==> config.mk <==
export PLATFORM = sky130hd
export DESIGN_NAME = cam_capture_scaler
export DESIGN_NICKNAME = d
export VERILOG_FILES = /design/src/rtl/cam_pkg.sv /design/src/rtl/cam_pix_conv.sv /design/src/rtl/cam_capture_scaler.sv
export SDC_FILE = /design/constraint.sdc
export NUM_CORES = 1
export LEC_CHECK = 0
export CORE_UTILIZATION = 55
export CTS_CLUSTER_DIAMETER = 30
export DETAILED_ROUTE_END_ITERATION = 8
export PLACE_DENSITY_LB_ADDON = 0.1
export SLEW_MARGIN = 20
export SYNTH_ARGS = -nofsm -noshare
export SYNTH_HDL_FRONTEND = slang
export SYNTH_HIERARCHICAL = 1
export SYNTH_SLANG_ARGS = --single-unit
==> constraint.sdc <==
create_clock -name clk -period 3.05 [get_ports clk]
set_clock_uncertainty 0.1 [all_clocks]
set_input_delay 0.915 -clock clk [delete_from_list [all_inputs] [get_ports clk]]
set_output_delay 0.915 -clock clk [all_outputs]
set_load 0.02 [all_outputs]
==> src/rtl/cam_pkg.sv <==
// rtl/cam_pkg.sv - shared types and constants for the camera capture path
package cam_pkg;

   typedef enum logic {
      FMT_RGB565 = 1'b0,
      FMT_RGB444 = 1'b1
   } pix_fmt_e;

   typedef enum logic [1:0] {
      IDLE      = 2'd0,
      LINE_WAIT = 2'd1,
      BYTE_HI   = 2'd2,
      BYTE_LO   = 2'd3
   } cap_state_e;

   localparam logic [7:0] RGB332_RED   = 8'hE0;
   localparam logic [7:0] RGB332_GREEN = 8'h1C;
   localparam logic [7:0] RGB332_BLUE  = 8'h03;

endpackage

==> src/rtl/cam_pix_conv.sv <==
// rtl/cam_pix_conv.sv - combinational two-byte camera pixel to RGB332 converter
module cam_pix_conv
   import cam_pkg::*;
(
   input  logic [7:0] hi,
   input  logic [7:0] lo,
   input  logic       mode,
   output logic [7:0] rgb
);

   // The two lowest bits of the low byte never reach RGB332 in either format.
   logic unused_lo;
   assign unused_lo = &{1'b0, lo[1:0]};

   always_comb begin
      rgb = {hi[7:5], hi[2:0], lo[4:3]};
      if (mode == FMT_RGB444) begin
         rgb = {hi[3:1], lo[7:5], lo[3:2]};
      end
   end

endmodule

==> src/rtl/cam_capture_scaler.sv <==
// rtl/cam_capture_scaler.sv - OV7670 capture, RGB332 conversion and power-of-two decimation; CAM_CAPTURE_STATS_EN adds frame_cnt/line_err
module cam_capture_scaler
   import cam_pkg::*;
#(
   parameter int SRC_X = 640,
   parameter int SRC_Y = 480,
   parameter int DEC   = 4,
   parameter int AW    = 15,
   parameter int DW    = 8
) (
   input  logic          clk,
   input  logic          rst,
   input  logic          vsync,
   input  logic          href,
   input  logic [7:0]    data,
   input  logic          mode,
   output logic [AW-1:0] wr_addr,
   output logic [DW-1:0] wr_data,
   output logic          wr_en,
   output logic          frame_done,
   output logic          busy
`ifdef CAM_CAPTURE_STATS_EN
   ,
   output logic [15:0]   frame_cnt,
   output logic          line_err
`endif
);

   localparam int OUT_X = SRC_X / DEC;
   localparam int OUT_Y = SRC_Y / DEC;
   localparam int LAST  = OUT_X * OUT_Y - 1;
   localparam int CW    = 16;

   localparam logic [CW-1:0] DEC_MASK = CW'(DEC - 1);
   localparam logic [CW-1:0] SRC_X_L  = CW'(SRC_X);
   localparam logic [CW-1:0] SRC_Y_L  = CW'(SRC_Y);
   localparam logic [AW-1:0] LAST_A   = AW'(LAST);

   cap_state_e    state;
   logic          vsync_q;
   logic          href_q;
   logic          mode_q;
   logic [7:0]    hi_q;
   logic [CW-1:0] col;
   logic [CW-1:0] row;
   logic [AW-1:0] addr_cnt;
   logic          last_wr;
   logic [7:0]    pix_rgb;
   logic          keep;

   wire vsync_rise = vsync & ~vsync_q;
   wire vsync_fall = ~vsync & vsync_q;
   wire href_fall  = ~href & href_q;

   cam_pix_conv u_pix_conv (
      .hi   (hi_q),
      .lo   (data),
      .mode (mode_q),
      .rgb  (pix_rgb)
   );

   // Mask test works for DEC=1 too, where the low-bit field would be empty.
   assign keep = ((col & DEC_MASK) == '0) && ((row & DEC_MASK) == '0) &&
                 (col < SRC_X_L) && (row < SRC_Y_L) && !last_wr;

   assign busy = (state != IDLE);

   always_ff @(posedge clk or negedge rst) begin
      if (!rst) begin
         state      <= IDLE;
         vsync_q    <= 1'b0;
         href_q     <= 1'b0;
         mode_q     <= 1'b0;
         hi_q       <= '0;
         col        <= '0;
         row        <= '0;
         addr_cnt   <= '0;
         last_wr    <= 1'b0;
         wr_en      <= 1'b0;
         wr_addr    <= '0;
         wr_data    <= '0;
         frame_done <= 1'b0;
`ifdef CAM_CAPTURE_STATS_EN
         frame_cnt  <= '0;
         line_err   <= 1'b0;
`endif
      end else begin
         vsync_q    <= vsync;
         href_q     <= href;
         wr_en      <= 1'b0;
         frame_done <= 1'b0;
         last_wr    <= 1'b0;

         if (state != IDLE && vsync_rise) begin
            state    <= IDLE;
            col      <= '0;
            row      <= '0;
            addr_cnt <= '0;
`ifdef CAM_CAPTURE_STATS_EN
            line_err <= 1'b1;
`endif
         end else if (last_wr) begin
            frame_done <= 1'b1;
            state      <= IDLE;
            col        <= '0;
            row        <= '0;
            addr_cnt   <= '0;
`ifdef CAM_CAPTURE_STATS_EN
            frame_cnt  <= frame_cnt + 16'd1;
`endif
         end else begin
            // Line end only counts while a line is actually being assembled.
            if (href_fall && (state == BYTE_HI || state == BYTE_LO)) begin
               col <= '0;
               if (row != '1) begin
                  row <= row + 1'b1;
               end
            end

            case (state)
               IDLE: begin
                  if (vsync_fall) begin
                     mode_q <= mode;
                     state  <= LINE_WAIT;
                  end
               end
               LINE_WAIT: begin
                  if (href) begin
                     hi_q  <= data;
                     state <= BYTE_HI;
                  end
               end
               BYTE_HI: begin
                  if (href) begin
                     state <= BYTE_LO;
                     if (col != '1) begin
                        col <= col + 1'b1;
                     end
                     if (keep) begin
                        wr_en   <= 1'b1;
                        wr_addr <= addr_cnt;
                        wr_data <= pix_rgb;
                        if (addr_cnt == LAST_A) begin
                           last_wr <= 1'b1;
                        end else begin
                           addr_cnt <= addr_cnt + 1'b1;
                        end
                     end
                  end else begin
                     state <= LINE_WAIT;
`ifdef CAM_CAPTURE_STATS_EN
                     line_err <= 1'b1;
`endif
                  end
               end
               BYTE_LO: begin
                  if (href) begin
                     hi_q  <= data;
                     state <= BYTE_HI;
                  end else begin
                     state <= LINE_WAIT;
                  end
               end
               default: state <= IDLE;
            endcase
         end
      end
   end

endmodule
Word level (Yosys, flattened, before mapping):

Index checks and enable logic that the tools add are counted.

* output and inout bits: 26
* register bits: 86
* input bits: 13
* word-level logic and storage cells: 96

* multiplexer cells: 37
* bitwise logic cells: 8
* $lt $le $gt $ge: 2
* reductions and logical operators: 24
* add/subtract/negate cells: 3
* eq/ne operators: 9

Operator list (count)
* 16-bit 2-to-1 mux: 10
* 15-bit 2-to-1 mux: 6
* 16-bit by 1-bit adder with 16-bit output, second input constant: 2
* 16-bit zero test: 2
* 16-bit != test, second input constant: 2
* 16-bit by 10-bit less-than comparator with 1-bit output, second input constant: 1
* 16-bit by 9-bit less-than comparator with 1-bit output, second input constant: 1
* 15-bit by 1-bit adder with 15-bit output, second input constant: 1
* 15-bit == test, second input constant: 1
* 3-bit nonzero test: 5
* 1-bit 2-to-1 mux: 13
* 2-bit 2-to-1 mux: 6
* 4-bit AND reduction: 3
* 8-bit 2-to-1 mux: 1
* 4-bit != test, second input constant: 2
* 2-bit one-hot mux with 4 select lines: 1
* 1-bit logical AND: 6
* 1-bit NOT: 5
* 5-bit AND reduction: 1
* 2-bit == test, second input constant: 2
* 2-bit AND reduction: 2
* 1-bit AND: 3
* 3-bit != test, second input constant: 1
* 2-bit by 1-bit == test with 1-bit output, second input constant: 1
* 5 further kinds: 5

Depth between registers and ports, before layout:

Gate-level depths: netlist of run 1.

* depth after elaboration: 10
* mapped depth: 9
* gate-level depth less buffers: 7

Modules after synthesis:

Netlist of run 1, hierarchy kept.

By module, submodules not included
* cam_capture_scaler: times used 1, sequential area each 2152.1 um2, area each 4271.6 um2, cells an instance 395
* cam_pix_conv: times used 1, sequential area each 0.0 um2, area each 131.4 um2, cells an instance 9

Worst setup path before layout of run 1:

Ideal clock, no wire load.

* path type: input to register
* from: input port vsync
* to: register wr_addr[0]
* arrival: 2.314 ns
* required time: 2.825 ns
* setup slack: 0.511 ns
* library setup time: 0.125 ns
* buffers on the path: 3
* stages: 7
* cells stage by stage: nor2b_1 > a21o_1 > clkbuf_1 > or3_1 > buf_6 > buf_6 > mux2_4

* longest elaborated chain between the ends: 4

Ends and longest elaborated chain
* start, declared: line cam_capture_scaler.sv:13 `input logic vsync,`
* 1-bit AND: line cam_capture_scaler.sv:51 `wire vsync_rise = vsync & ~vsync_q;`
* 1-bit logical AND: line cam_capture_scaler.sv:94 `if (state != IDLE && vsync_rise) begin`
* 1-bit NOT (no source line)
* 5-bit AND reduction (no source line)
* end signal, assigned: line cam_capture_scaler.sv:141 `wr_addr <= addr_cnt;`
* end, declared: line cam_capture_scaler.sv:17 `output logic [AW-1:0] wr_addr,`

No other way between the ends.
A chain may end at the register's enable or synchronous reset.

Worst setup path after layout of run 1:

* from: register state[0]
* to: output port busy

* longest elaborated chain between the ends: 1

Ends and longest elaborated chain
* start, declared: line cam_capture_scaler.sv:39 `cap_state_e state;`
* start signal, assigned: line cam_capture_scaler.sv:70 `state <= IDLE;`
* start signal, assigned: line cam_capture_scaler.sv:95 `state <= IDLE;`
* start signal, assigned: line cam_capture_scaler.sv:104 `state <= IDLE;`
* 2-bit nonzero test: line cam_capture_scaler.sv:66 `assign busy = (state != IDLE);`
* end, declared: line cam_capture_scaler.sv:21 `output logic busy`

No other way between the ends.

==> results of run 1 <==
## where the power goes
| part | internal, mW | leakage [nW] | switching (mW) |
|---|---|---|---|
| Clock | 0.380 | 0.0883 | 0.421 |
| Sequential | 1.26 | 1.15 | 0.117 |
| Combinational | 0.375 | 1.00 | 0.289 |
| Total | 2.01 | 2.24 | 0.827 |
## sequential cells by signal, summed over array words and instances (netlist names)
signal / count
col: 16
row: 16
addr_cnt: 15
wr_addr: 15
wr_data: 8
hi_q: 7
state: 2
frame_done: 1
href_q: 1
last_wr: 1
mode_q: 1
vsync_q: 1
wr_en: 1
## path summary, 6_finish.rpt
| path | endpoint | slack [ns] | cells after the start | start |
|---|---|---|---|---|
| max | busy | 0.36 | 2 | state[0]$_DFFE_PN0P_ |
| min | wr_data[7]$_DFFE_PN0P_ | 0.35 | 1 | rst |
| max reg2reg | wr_addr[8]$_DFFE_PN0P_ | 0.43 | 8 | row[0]$_DFFE_PN0P_ |
| min reg2reg | wr_data[1]$_DFFE_PN0P_ | 0.41 | 1 | wr_data[1]$_DFFE_PN0P_ |
| max in group asynchronous | col[6]$_DFF_PN0_ | 1.88 | 2 | rst |
| min in group clk | wr_data[1]$_DFFE_PN0P_ | 0.41 | 1 | wr_data[1]$_DFFE_PN0P_ |
## per-stage QoR
step,total power [mW],hold slack (ns),worst slack (ns),instances
4_1_cts,2.86,0.354,0.352,552
3_3_place_gp,2.05,0.387,0.150,537
6_report,2.84,0.349,0.357,552
3_5_place_dp,2.07,0.391,0.114,537
2_1_floorplan,1.82,0.380,0.511,402
5_1_grt,2.97,0.366,0.289,552
## metal layers
metal	wire length (microns)	part of all wire	vias to the layer above	global-route usage
met2	3970	0.46	67	0.355
li1	-	-	1550	-
met4	121	0.014	0	0.0847
met3	359	0.041	10	0.0335
met1	4210	0.49	1577	0.319
met5	0	0	-	0
## placed cells by master (no fill, tap or decap), types with 3 or more instances in the layout
| cell type | n |
|---|---|
| nand2_1 | 26 |
| or4_1 | 5 |
| a211oi_1 | 5 |
| and4_1 | 7 |
| nand3_1 | 22 |
| o31ai_1 | 7 |
| xor2_1 | 6 |
| clkbuf_8 | 9 |
| or3_1 | 11 |
| mux2_2 | 13 |
| buf_4 | 12 |
| nand3b_1 | 4 |
| a21oi_1 | 20 |
| nor3_1 | 7 |
| clkdlybuf4s50_1 | 37 |
| nor2b_1 | 4 |
| xnor2_1 | 17 |
| nor4b_1 | 3 |
| inv_1 | 9 |
| mux2_4 | 26 |
| nand4_1 | 13 |
| nor4_1 | 5 |
| nand2b_1 | 3 |
| and3_1 | 7 |
| dfrtp_1 | 85 |
| nor2_1 | 35 |
| clkinvlp_4 | 3 |
| o21ai_0 | 8 |
| ha_1 | 5 |
## area by class of cell
class | count | share of cell area
repair buffers | 51 | 0.0985
clock inverters | 6 | 0.0138
clock buffers | 9 | 0.0244
flip-flops and latches | 85 | 0.419
well taps | 102 | 0.0251
multi-input cells | 290 | 0.413
inverters | 9 | 0.00665
==> impl_metrics.env, run 1 <==
export IMPL_max_freq_ghz=0.371
export IMPL_max_stage_delay_ns=0.65
export IMPL_setup_tns_final_ns=0
export IMPL_htree_levels=3
export IMPL_design_area_sq_um=5080
export IMPL_first_pass_iters=5
export IMPL_initial_core_util=0.568
export IMPL_core_area_sq_um=7690
export IMPL_drv_cap=0
export IMPL_multi_input_area_sq_um=2100
export IMPL_drive_gt1_frac=0.169
export IMPL_synth_cells=402
export IMPL_p_leak_nw=2.24
export IMPL_ctsResizeCount=0
export IMPL_hpwl_microns=5990
export IMPL_die_area_sq_um=8300
export IMPL_syn_area_sq_um=4370
export IMPL_final_nets=464
export IMPL_slew_limit_headroom=0.568
export IMPL_clock_sinks=85
export IMPL_critPathArrivalTime_ns=1.68
export IMPL_drv_slew=0
export IMPL_port_buffers=38
export IMPL_worst_setup_path_end_kind="output port"
export IMPL_area_growth_synth_to_final_pct=16.4
export IMPL_wl_microns=8650
export IMPL_hp_class="in2async"
export IMPL_grt_max_degree=39
export IMPL_first_global_vias=2983
export IMPL_placed_cell_area_sq_um=4890
export IMPL_status="completed"
export IMPL_cts_clk_slew_worst_paths_ns=0.09
export IMPL_grt_pass1_wl_microns=14800
export IMPL_drt_iter0_drc=154
export IMPL_critPathMaxFanout=7
export IMPL_ys_warnings_count=6
export IMPL_cts_tree="built"
export IMPL_post_cts_setup_buffers=0
export IMPL_viasPerCell=5.80
export IMPL_peakVddDrop_uv=304
export IMPL_drtAntennaViolNets=0
export IMPL_crit_chain="or2_1 -> clkdlybuf4s50_1"
export IMPL_fp_row_count=32
export IMPL_cts_hold_buffers_added=0
export IMPL_worst_setup_path_start_kind="flop"
export IMPL_numCtsBuffers=9
export IMPL_finalHoldViolCount=0
export IMPL_cp_num_buf_inv=1
export IMPL_cp_required_ns=2.03
export IMPL_wire_per_inst_microns=15.7
export IMPL_track_usage=0.226
export IMPL_cts_buffer_depth=2
export IMPL_ctsRootBufferMaster="clkbuf_8"
export IMPL_drc=0
export IMPL_setup_viol=0
export IMPL_die_y_microns=91.1
export IMPL_die_w_microns=91.1
export IMPL_num_vias=3204
export IMPL_fin_crit_ns=2.69
export IMPL_critPathSlowestCell="clkdlybuf4s50_1"
export IMPL_tightest_slew_ns=0.642
export IMPL_cp_top_family="buffers and inverters"
export IMPL_antenna_found_initial=0
export IMPL_final_period_utilization=0.883
export IMPL_synth_net_count=420
export IMPL_power_density_nw_per_um2=559
export IMPL_syn_area_per_cell_sq_um=10.9
export IMPL_gp_congestion=0.819
export IMPL_fill_cells=633
export IMPL_worstSetupPathType="reg2out"
export IMPL_overflow=0
export IMPL_regArea_sq_um=2130
export IMPL_ios=39
export IMPL_rsz0062_at_grt="no"
export IMPL_fin_util=0.661
export IMPL_clk_latency_ns=0.36
export IMPL_diodes=0
Note: power is estimated with default switching activity, not from simulation.
==> run 2, diff against run 1 <==
--- a/config.mk
+++ b/config.mk
@@ -5,8 +5,9 @@
 export SDC_FILE = /design/constraint.sdc
 export NUM_CORES = 1
 export LEC_CHECK = 0
+export CORE_MARGIN = 2
 export CORE_UTILIZATION = 55
-export CTS_CLUSTER_DIAMETER = 30
+export CTS_CLUSTER_DIAMETER = 60
 export DETAILED_ROUTE_END_ITERATION = 8
 export PLACE_DENSITY_LB_ADDON = 0.1
 export SLEW_MARGIN = 20
==> run 2 against run 1 <==
Count of clock-buffer cells in the layout rose by 2. Critical path depth did not move. Global-route usage fell by 0.38 points. Routed wire length rose by 1.9%. Non-clock buffer count rose by 1. Sequential cell count did not move. Final cell count rose by 0.36%. Clock power barely moved. Sequential share of layout area fell by 0.12 points. Critical endpoint unchanged. Largest cell class unchanged. Largest power group unchanged.
==> impl_metrics.env, run 2 (synthesized netlist as in run 1, its figures left out) <==
export IMPL_status="completed"
export IMPL_use_met3=0.0338
export IMPL_ctsRootBufferMaster="clkbuf_8"
export IMPL_track_usage=0.222
export IMPL_cp_required_ns=2.03
export IMPL_drv_slew=0
export IMPL_core_area_sq_um=7730
export IMPL_port_buffers=38
export IMPL_area_growth_synth_to_final_pct=16.7
export IMPL_setup_viol=0
export IMPL_cts_buffer_depth=2
export IMPL_grt_util_met1=0.334
export IMPL_drc=0
export IMPL_worstSetupPathType="reg2out"
export IMPL_critPathArrivalTime_ns=1.70
export IMPL_initial_core_util=0.565
export IMPL_drv_cap=0
export IMPL_peakVddDrop_uv=358
export IMPL_placed_cell_area_sq_um=4900
export IMPL_cts_hold_buffers_added=0
export IMPL_die_w_microns=93.1
export IMPL_num_vias=3215
export IMPL_fp_row_count=32
export IMPL_wl_microns=8820
export IMPL_final_common_cell="dfrtp_1"
export IMPL_power_density_nw_per_um2=561
export IMPL_finalHoldViolCount=0
export IMPL_final_period_utilization=0.889
export IMPL_fin_crit_ns=2.71
export IMPL_final_cell_mix="dfrtp_1 (85), clkdlybuf4s50_1 (37), nor2_1 (35), nand2_1 (26), mux2_4 (26)"
export IMPL_diodes=0
export IMPL_grt_busiest_layer="met1"
export IMPL_gp_congestion=0.847
export IMPL_worst_setup_path_start_kind="flop"
export IMPL_max_freq_ghz=0.369
export IMPL_htree_levels=3
export IMPL_first_global_vias=3005
export IMPL_fill_cells=608
export IMPL_wire_per_inst_microns=15.9
export IMPL_rsz0062_at_grt="no"
export IMPL_hold_worst_slack_ns=0.411
export IMPL_cts_clk_slew_worst_paths_ns=0.09
export IMPL_slew_limit_headroom=0.578
export IMPL_clk_latency_ns=0.35
export IMPL_viasPerCell=5.80
export IMPL_critPathMaxFanout=7
export IMPL_grt_max_degree=50
export IMPL_worst_setup_path_end_kind="output port"
export IMPL_post_cts_setup_buffers=0
export IMPL_ios=39
export IMPL_drtAntennaViolNets=0
export IMPL_overflow=0
export IMPL_total_power_mw=2.86
export IMPL_first_pass_iters=4
export IMPL_numCtsBuffers=9
export IMPL_drt_iter0_drc=180
export IMPL_ctsResizeCount=0
export IMPL_die_y_microns=93.1
export IMPL_hpwl_microns=6070
export IMPL_clock_sinks=85
export IMPL_setup_tns_final_ns=0
export IMPL_hp_class="in2async"
export IMPL_grt_pass1_wl_microns=15100
export IMPL_antenna_found_initial=0
export IMPL_reg_top3="col x16, row x16"
export IMPL_tightest_slew_ns=0.627
export IMPL_cts_tree="built"
export IMPL_fin_util=0.660
export IMPL_grtUsageMet2=0.329
export IMPL_die_area_sq_um=8670
export IMPL_design_area_sq_um=5100
export IMPL_p_leak_nw=2.25
export IMPL_final_nets=465
export IMPL_drive_gt1_frac=0.170
[run 2: cell count changes in the layout (fill, tap and decap cells not counted), sizes merged]
cell,before,now
clkinv,0,3
clkinvlp,3,1
inv,11,9
buf,14,15
clkbuf,9,11
[run 2: final cells by class]
type                    count  area [sq um]  share of cell area
flip-flops and latches     85          2130               0.417
multi-input cells         290          2100               0.412
repair buffers             52           508              0.0997
clock buffers              11           141              0.0277
well taps                 102           128              0.0250
clock inverters             5          60.1              0.0118
inverters                   9          33.8             0.00663
[run 2: routing by layer]
metal | vias up | routed length [microns]
met3 | 5 | 266
met5 | - | 0
met1 | 1594 | 4380
li1 | 1553 | -
met4 | 0 | 78
met2 | 63 | 4100
[run 2: worst max-delay path, stage by stage (launching register included)]
cell,delay (ns)
dfrtp_1,0.43
or2_1,0.27
clkdlybuf4s50_1,0.66
[run 2: power by group]
part	internal, mW	total (mW)	switching [mW]
Clock	0.403	0.804	0.401
Sequential	1.26	1.38	0.122
Combinational	0.378	0.674	0.295
[run 2: final timing paths]
check / startpoint / to / slack, ns / depth (start not counted)
min in group clk: wr_data[2]$_DFFE_PN0P_ / wr_data[2]$_DFFE_PN0P_ / 0.41 / 1
max in group asynchronous: rst / wr_addr[1]$_DFFE_PN0P_ / 1.81 / 2
max: state[0]$_DFFE_PN0P_ / busy / 0.34 / 2
min: rst / col[4]$_DFF_PN0_ / 0.41 / 1
min reg2reg: wr_data[2]$_DFFE_PN0P_ / wr_data[2]$_DFFE_PN0P_ / 0.41 / 1
max reg2reg: row[0]$_DFFE_PN0P_ / wr_addr[14]$_DFFE_PN0P_ / 0.43 / 8
[run 2: through the flow]
step	cells	worst slack, ns
final	554	0.337
after global routing	554	0.241
after CTS	554	0.327
after detailed placement	538	0.173
after global placement	538	0.226
after floorplan	402	0.511
